[src/rtl/a_format_decode_queue.sv]
// Decodes A-form PowerPC instructions (isel and FP arithmetic) into micro-op entries held in a
// first-word-fall-through queue; optional splitting of fused multiply-add into multiply + add.
module a_format_decode_queue #(
  parameter int FIFO_DEPTH              = 4,
  parameter int SPLIT_FMA               = 0,
  parameter int addressWidth            = 64,
  parameter int PidSize                 = 20,
  parameter int TidSize                 = 16,
  parameter int instructionCounterWidth = 64,
  parameter int instMinIdWidth          = 7,
  parameter int opcodeSize              = 12,
  parameter int funcUnitCodeSize        = 3
) (
  input  logic                               clock_i,
  input  logic                               reset_i,
  input  logic                               flush_i,
  input  logic                               valid_i,
  output logic                               ready_o,
  input  logic [31:0]                        instruction_i,
  input  logic [addressWidth-1:0]            instructionAddress_i,
  input  logic                               is64Bit_i,
  input  logic [PidSize-1:0]                 instructionPid_i,
  input  logic [TidSize-1:0]                 instructionTid_i,
  input  logic [instructionCounterWidth-1:0] instructionMajId_i,
  output logic                               valid_o,
  input  logic                               ready_i,
  output logic [opcodeSize-1:0]              opcode_o,
  output logic [funcUnitCodeSize-1:0]        functionalUnitType_o,
  output logic [instructionCounterWidth-1:0] instMajId_o,
  output logic [instMinIdWidth-1:0]          instMinId_o,
  output logic [instMinIdWidth-1:0]          numMicroOps_o,
  output logic [addressWidth-1:0]            instructionAddress_o,
  output logic                               is64Bit_o,
  output logic [PidSize-1:0]                 instPid_o,
  output logic [TidSize-1:0]                 instTid_o,
  output logic [1:0]                         op1rw_o,
  output logic [1:0]                         op2rw_o,
  output logic [1:0]                         op3rw_o,
  output logic [1:0]                         op4rw_o,
  output logic                               op1IsReg_o,
  output logic                               op2IsReg_o,
  output logic                               op3IsReg_o,
  output logic                               op4IsReg_o,
  output logic                               modifiesCR_o,
  output logic [19:0]                        instructionBody_o,
  output logic                               illegal_o
);

  localparam int AW = $clog2(FIFO_DEPTH);
  localparam int CW = AW + 1;

  // rw holds op1 in [7:6] down to op4 in [1:0]; is_reg holds op1 in [3] down to op4 in [0]
  typedef struct packed {
    logic [opcodeSize-1:0]              opcode;
    logic [funcUnitCodeSize-1:0]        fu;
    logic [instructionCounterWidth-1:0] maj_id;
    logic [instMinIdWidth-1:0]          min_id;
    logic [instMinIdWidth-1:0]          num_uops;
    logic [addressWidth-1:0]            addr;
    logic                               is64;
    logic [PidSize-1:0]                 pid;
    logic [TidSize-1:0]                 tid;
    logic [7:0]                         rw;
    logic [3:0]                         is_reg;
    logic                               mod_cr;
    logic [19:0]                        body;
  } entry_t;

  typedef enum logic {SEQ_IDLE = 1'b0, SEQ_SECOND = 1'b1} seq_state_e;

  entry_t     mem_q [FIFO_DEPTH];
  entry_t     mem_d [FIFO_DEPTH];
  entry_t     seq_q, seq_d;
  seq_state_e state_q, state_d;
  logic [AW-1:0] rd_q, rd_d, wr_q, wr_d;
  logic [CW-1:0] count_q, count_d;
  logic          illegal_q, illegal_d;

  logic [5:0] prim;
  logic [4:0] xo;
  logic       rc;
  logic       fp_xo_ok, is_fp, is_isel, legal, split;
  entry_t     dec_ent, uop0_ent, uop1_ent, push_ent, head;
  logic       accept, push, pop, not_full;

  // Big-endian bit numbering: primary = bits 0..5, XO = bits 26..30, Rc = bit 31
  always_comb begin
    prim = instruction_i[31:26];
    xo   = instruction_i[5:1];
    rc   = instruction_i[0];
    case (xo)
      5'd18, 5'd20, 5'd21, 5'd22, 5'd24, 5'd25, 5'd26,
      5'd28, 5'd29, 5'd30, 5'd31: fp_xo_ok = 1'b1;
      5'd23:                      fp_xo_ok = (prim == 6'd63);
      default:                    fp_xo_ok = 1'b0;
    endcase
    is_fp   = ((prim == 6'd63) || (prim == 6'd59)) && fp_xo_ok;
    is_isel = (prim == 6'd31) && (xo == 5'd15);
    legal   = is_fp || is_isel;
    split   = (SPLIT_FMA != 0) && is_fp && (xo[4:2] == 3'b111);

    dec_ent.opcode   = opcodeSize'({prim, xo, rc});
    dec_ent.fu       = funcUnitCodeSize'(is_fp);
    dec_ent.maj_id   = instructionMajId_i;
    dec_ent.min_id   = '0;
    dec_ent.num_uops = instMinIdWidth'(1);
    dec_ent.addr     = instructionAddress_i;
    dec_ent.is64     = is64Bit_i;
    dec_ent.pid      = instructionPid_i;
    dec_ent.tid      = instructionTid_i;
    dec_ent.rw       = 8'b01_10_10_10;
    dec_ent.mod_cr   = is_fp && rc;
    dec_ent.body     = instruction_i[25:6];
    if (is_isel) begin
      dec_ent.is_reg = 4'b1110;
    end else begin
      case (xo)
        5'd22, 5'd24, 5'd26: dec_ent.is_reg = 4'b1010;
        5'd18, 5'd20, 5'd21: dec_ent.is_reg = 4'b1110;
        5'd25:               dec_ent.is_reg = 4'b1101;
        default:             dec_ent.is_reg = 4'b1111;
      endcase
    end

    // Multiply half produces the product; the add half accumulates onto it and owns the CR update
    uop0_ent          = dec_ent;
    uop0_ent.num_uops = instMinIdWidth'(2);
    uop0_ent.is_reg   = 4'b1101;
    uop0_ent.mod_cr   = 1'b0;
    uop1_ent          = dec_ent;
    uop1_ent.min_id   = instMinIdWidth'(1);
    uop1_ent.num_uops = instMinIdWidth'(2);
    uop1_ent.rw       = 8'b11_10_10_10;
    uop1_ent.is_reg   = 4'b1010;
  end

  assign not_full = (count_q < CW'(FIFO_DEPTH));
  assign ready_o  = not_full && (state_q == SEQ_IDLE) && !flush_i;
  assign valid_o  = (count_q != '0);
  assign accept   = valid_i && ready_o;
  assign pop      = valid_o && ready_i;

  always_comb begin
    mem_d     = mem_q;
    seq_d     = seq_q;
    state_d   = state_q;
    rd_d      = rd_q;
    wr_d      = wr_q;
    push      = 1'b0;
    push_ent  = dec_ent;
    illegal_d = accept && !legal;

    if (state_q == SEQ_SECOND) begin
      if (not_full) begin
        push     = 1'b1;
        push_ent = seq_q;
        state_d  = SEQ_IDLE;
      end
    end else if (accept && legal) begin
      push = 1'b1;
      if (split) begin
        push_ent = uop0_ent;
        seq_d    = uop1_ent;
        state_d  = SEQ_SECOND;
      end
    end

    if (push) begin
      mem_d[wr_q] = push_ent;
      wr_d        = wr_q + AW'(1);
    end
    if (pop) begin
      rd_d = rd_q + AW'(1);
    end
    count_d = count_q + CW'(push) - CW'(pop);

    if (flush_i) begin
      count_d   = '0;
      rd_d      = '0;
      wr_d      = '0;
      state_d   = SEQ_IDLE;
      illegal_d = 1'b0;
    end
  end

  always_ff @(posedge clock_i or negedge reset_i) begin
    if (!reset_i) begin
      for (int i = 0; i < FIFO_DEPTH; i++) begin
        mem_q[i] <= '0;
      end
      seq_q     <= '0;
      state_q   <= SEQ_IDLE;
      rd_q      <= '0;
      wr_q      <= '0;
      count_q   <= '0;
      illegal_q <= 1'b0;
    end else begin
      mem_q     <= mem_d;
      seq_q     <= seq_d;
      state_q   <= state_d;
      rd_q      <= rd_d;
      wr_q      <= wr_d;
      count_q   <= count_d;
      illegal_q <= illegal_d;
    end
  end

  // Outputs read zero whenever the queue is empty, including during reset
  assign head = valid_o ? mem_q[rd_q] : '0;

  assign opcode_o             = head.opcode;
  assign functionalUnitType_o = head.fu;
  assign instMajId_o          = head.maj_id;
  assign instMinId_o          = head.min_id;
  assign numMicroOps_o        = head.num_uops;
  assign instructionAddress_o = head.addr;
  assign is64Bit_o            = head.is64;
  assign instPid_o            = head.pid;
  assign instTid_o            = head.tid;
  assign op1rw_o              = head.rw[7:6];
  assign op2rw_o              = head.rw[5:4];
  assign op3rw_o              = head.rw[3:2];
  assign op4rw_o              = head.rw[1:0];
  assign op1IsReg_o           = head.is_reg[3];
  assign op2IsReg_o           = head.is_reg[2];
  assign op3IsReg_o           = head.is_reg[1];
  assign op4IsReg_o           = head.is_reg[0];
  assign modifiesCR_o         = head.mod_cr;
  assign instructionBody_o    = head.body;
  assign illegal_o            = illegal_q;

endmodule

[config.mk]
export PLATFORM = sky130hd
export DESIGN_NAME = a_format_decode_queue
export DESIGN_NICKNAME = d
export VERILOG_FILES = /design/src/rtl/a_format_decode_queue.sv
export SDC_FILE = /design/constraint.sdc
export NUM_CORES = 2
export LEC_CHECK = 0
export CAP_MARGIN = 25
export CORE_MARGIN = 4
export CORE_UTILIZATION = 35
export DETAILED_ROUTE_END_ITERATION = 10
export GPL_TIMING_DRIVEN = 0
export PLACE_DENSITY = 0.59
export REMOVE_ABC_BUFFERS = 1
export SKIP_CTS_REPAIR_TIMING = 1
export SLEW_MARGIN = 15
export SYNTH_ARGS = -nofsm -noshare
export SYNTH_HDL_FRONTEND = slang
export SYNTH_SLANG_ARGS = --single-unit
[constraint.sdc]
create_clock -name clock_i -period 3 [get_ports clock_i]
set_input_delay 0.3 -clock clock_i [delete_from_list [all_inputs] [get_ports clock_i]]
set_output_delay 0.3 -clock clock_i [all_outputs]
set_load 0.02 [all_outputs]
==> qor.tcl <==
set qor(finalCritPeriodShare_pct) 104
set qor(setup.worst_path.end_class) {output port}
set qor(netlist-cell-type-count) 49
set qor(synth_flop_cell) {sky130_fd_sc_hd__dfrtp_1}
set qor(overflow_after_grt) 0
set qor(tightest_slew_ns) 0.749
set qor(ff2ff_setup_slack_ns) 0.11
set qor(violations) {negative setup slack}
set qor(min_path_type) {in2reg}
set qor(grt_antenna_before_repair) 14
set qor(ioPinCount) 432
set qor(floorplan.core_area_mm2) 0.104
set qor(peakVddDrop_mv) 0.488
set qor(placement.io_buffers) 412
set qor(cp.arrival_ns) 2.82
set qor(critical_path.max_fanout) 15
set qor(yosysWarnings) 0
set qor(crit_path_start_kind) {flop}
set qor(layout.nets) 3096
set qor(synth-async-reset-ratio_pct) 100
set qor(mappedNetlistArea_mm2) 0.0367
set qor(ctsRootBufferMaster) {sky130_fd_sc_hd__clkbuf_16}
set qor(wl_um) 121000
set qor(postRouteAntennaNets) 0
set qor(place_worst_setup_slack_ns) -1.06
set qor(final_common_cell) {sky130_fd_sc_hd__dfrtp_1}
set qor(setup_viol_count_final) 50
set qor(min_period_ns) 3.12
set qor(drtPass1Iterations) 5
set qor(post-place-cells) 4080
set qor(drt_iter0_markers) 2472
set qor(report.final.slew_viol_count) 0
set qor(maximum_number_of_pins_on_one_net_before_global_route_repair) 113
set qor(rsz0062_at_grt) {yes}
set qor(clk_transition_reported_paths_ns) 0.06
set qor(area_growth_pct) 32.3
set qor(synth_enable_flop_cells) 0
set qor(fin_area_mm2) 0.0485
set qor(synth_cells) 2488
set qor(wl_per_cell_um) 27.9
set qor(critical_path_cell_with_the_highest_stage_delay) {sky130_fd_sc_hd__mux4_2}
set qor(stdcell_count) 4342
set qor(num-fill-cells) 8817
set qor(initial_core_util_pct) 35.3
set qor(cts.sink_count) 821
set qor(leakage_nw) 23.1
set qor(clock-skew-final_ns) 0.0126
set qor(cts_tree) {built}
set qor(track_usage_pct) 20.5
set qor(layout-drive-gt1-share_pct) 23.7
set qor(fmax_ghz) 0.321
set qor(via_count) 27108
set qor(design.die.area_mm2) 0.110
set qor(grt_pass1_vias) 29391
set qor(cts_buffers) 92
set qor(synthesized_area_per_cell_um2) 14.7
set qor(hpwl_um) 72600
set qor(layout_common_cells) {816 x sky130_fd_sc_hd__dfrtp_1, 582 x sky130_fd_sc_hd__a32o_1, 203 x sky130_fd_sc_hd__mux4_2, 203 x sky130_fd_sc_hd__a22o_1, 201 x sky130_fd_sc_hd__clkdlybuf4s50_1}
set qor(detailed_route_drc_error_count) 0
set qor(max_cap_violations) 0
set qor(fin_total_pwr_mw) 29.3
set qor(slew_headroom_pct) 50.0
set qor(status) {finished, violations left}
set qor(grt_pass1_wl_um) 179000
set qor(final_hold_fails) 0
set qor(dieWidth_um) 332
set qor(timing.critical_path.required_ns) 2.70
set qor(synth_seq_area_share_pct) 56.0
set qor(register_bit_count_reported_by_yosys) 821
set qor(critical_path_cell_by_cell) {buf_12, buf_16, buf_12, buf_16, clkbuf_16, mux4_2, and2_1, dlymetal6s2s_1}
set qor(final_critical_path_setup_slack_ns) -0.117
set qor(slowest_delay_ns) 0.50
set qor(core.rowCount) 118
set qor(power_per_cell_area_mw_per_mm2) 604
set qor(gpl.final_weighted_congestion) 0.722
set qor(die_y_um) 332
set qor(postPlaceCellArea_mm2) 0.0439
set qor(max-clock-path-buffers) 3
set qor(cts_htree_levels) 3
set qor(avgViaCountPerCell) 6.24
set qor(clock_latency_ns) 0.66
set qor(timing.setup.critical_path_class) {reg2out}
[final timing paths]
| kind | from | to | depth (start not counted) |
|---|---|---|---|
| setup reg to reg | count_q[2] | mem_q[698] | 11 |
| setup / recovery | rd_q[0] | instructionAddress_o[5] | 8 |
| min in group asynchronous | reset_i | mem_q[692] | 3 |
| hold reg to reg | mem_q[679] | mem_q[679] | 1 |
| hold / removal | flush_i | rd_q[1] | 2 |
| max in group asynchronous | reset_i | mem_q[768] | 7 |
[logic make-up (layout without fill, tap and decap cells)]
logic type	after synthesis	after routing	share of synthesized area (%)
compound gates	836	836	22.0
xor+xnor	4	4	0.0956
fa+ha+maj	7	7	0.259
buf+inv	362	807	4.84
flops	821	821	56.0
mux	205	205	12.5
other cells	1	28	0.0102
simple gates	252	254	4.26
[routing by layer]
metal / track usage, % / up-vias / routed length, um
met4: 6.98 / 12 / 3580
met3: 4.87 / 230 / 9430
li1: - / 10977 / -
met1: 25.9 / 14616 / 47500
met2: 34.8 / 1273 / 60700
met5: 0 / - / 74
[critical path, delay by kind of cell, from the launching register on]
kind | cells | cell delay [ns]
flops | 1 | 0.47
mux | 1 | 0.50
buf+inv | 6 | 0.99
simple gates | 1 | 0.16
[power by group]
group | switching (mW) | internal, mW | leakage, nW
sequential | 0.146 | 11.2 | 11.4
combinational | 3.21 | 3.01 | 10.2
clock | 4.62 | 7.08 | 1.54
[stage by stage]
| stage | hold WS, ns | utilization [%] | TNS [ns] |
|---|---|---|---|
| final | 0.190 | 46.7 | -2.00 |
| after global routing | 0.175 | 46.7 | -10.67 |
| after CTS | -0.406 | 45.3 | -172.68 |
| after detailed placement | 0.317 | 42.3 | -367.26 |
| after global placement | 0.455 | 39.4 | - |
| after floorplan | 0.00441 | - | - |
[registers in the layout, summed over array words and instances (netlist names)]
register and flops:
illegal_o 1, count_q 3, rd_q 2, wr_q 2, state_q 1, mem_q 812
[area by class of cell]
class                      count  area [um2]  area share [%]
sequential                   821       20600            42.4
multi-input combinational   1325       14600            30.1
tap                         1380        1730            3.56
clock buffer                 126        2640            5.45
timing repair buffer         629        8390            17.3
inverter                      18        71.3           0.147
clock inverter                34         467           0.962
antenna                        9        22.5          0.0464
[synthesized netlist by cell type, types with 2 or more instances]
cell / n / share of area [%]
sky130_fd_sc_hd__dfrtp_1: 821 / 56
sky130_fd_sc_hd__a32o_1: 582 / 16
sky130_fd_sc_hd__and2_1: 206 / 3.5
sky130_fd_sc_hd__a22o_1: 203 / 4.8
sky130_fd_sc_hd__mux4_2: 203 / 12
sky130_fd_sc_hd__clkbuf_1: 139 / 1.4
sky130_fd_sc_hd__buf_2: 128 / 1.7
sky130_fd_sc_hd__buf_4: 64 / 1.3
sky130_fd_sc_hd__inv_1: 18 / 0.18
sky130_fd_sc_hd__o21ai_0: 13 / 0.18
sky130_fd_sc_hd__o2bb2ai_1: 12 / 0.29
sky130_fd_sc_hd__buf_1: 11 / 0.11
sky130_fd_sc_hd__nor2_1: 8 / 0.082
sky130_fd_sc_hd__nand2_1: 7 / 0.072
sky130_fd_sc_hd__a21o_1: 6 / 0.12
sky130_fd_sc_hd__ha_1: 6 / 0.20
sky130_fd_sc_hd__nand3_1: 6 / 0.082
sky130_fd_sc_hd__nand4_1: 6 / 0.10
sky130_fd_sc_hd__nor2b_1: 6 / 0.10
sky130_fd_sc_hd__nand2b_1: 4 / 0.068
sky130_fd_sc_hd__a211oi_1: 2 / 0.041
sky130_fd_sc_hd__a31oi_1: 2 / 0.034
sky130_fd_sc_hd__and3b_1: 2 / 0.048
sky130_fd_sc_hd__buf_6: 2 / 0.061
sky130_fd_sc_hd__o2111a_1: 2 / 0.061
sky130_fd_sc_hd__o2111ai_1: 2 / 0.048
sky130_fd_sc_hd__o2111ai_2: 2 / 0.082
sky130_fd_sc_hd__o2111ai_4: 2 / 0.14
sky130_fd_sc_hd__xnor2_1: 2 / 0.048
sky130_fd_sc_hd__xor2_1: 2 / 0.048
Note: power is estimated with default switching activity, not from simulation.
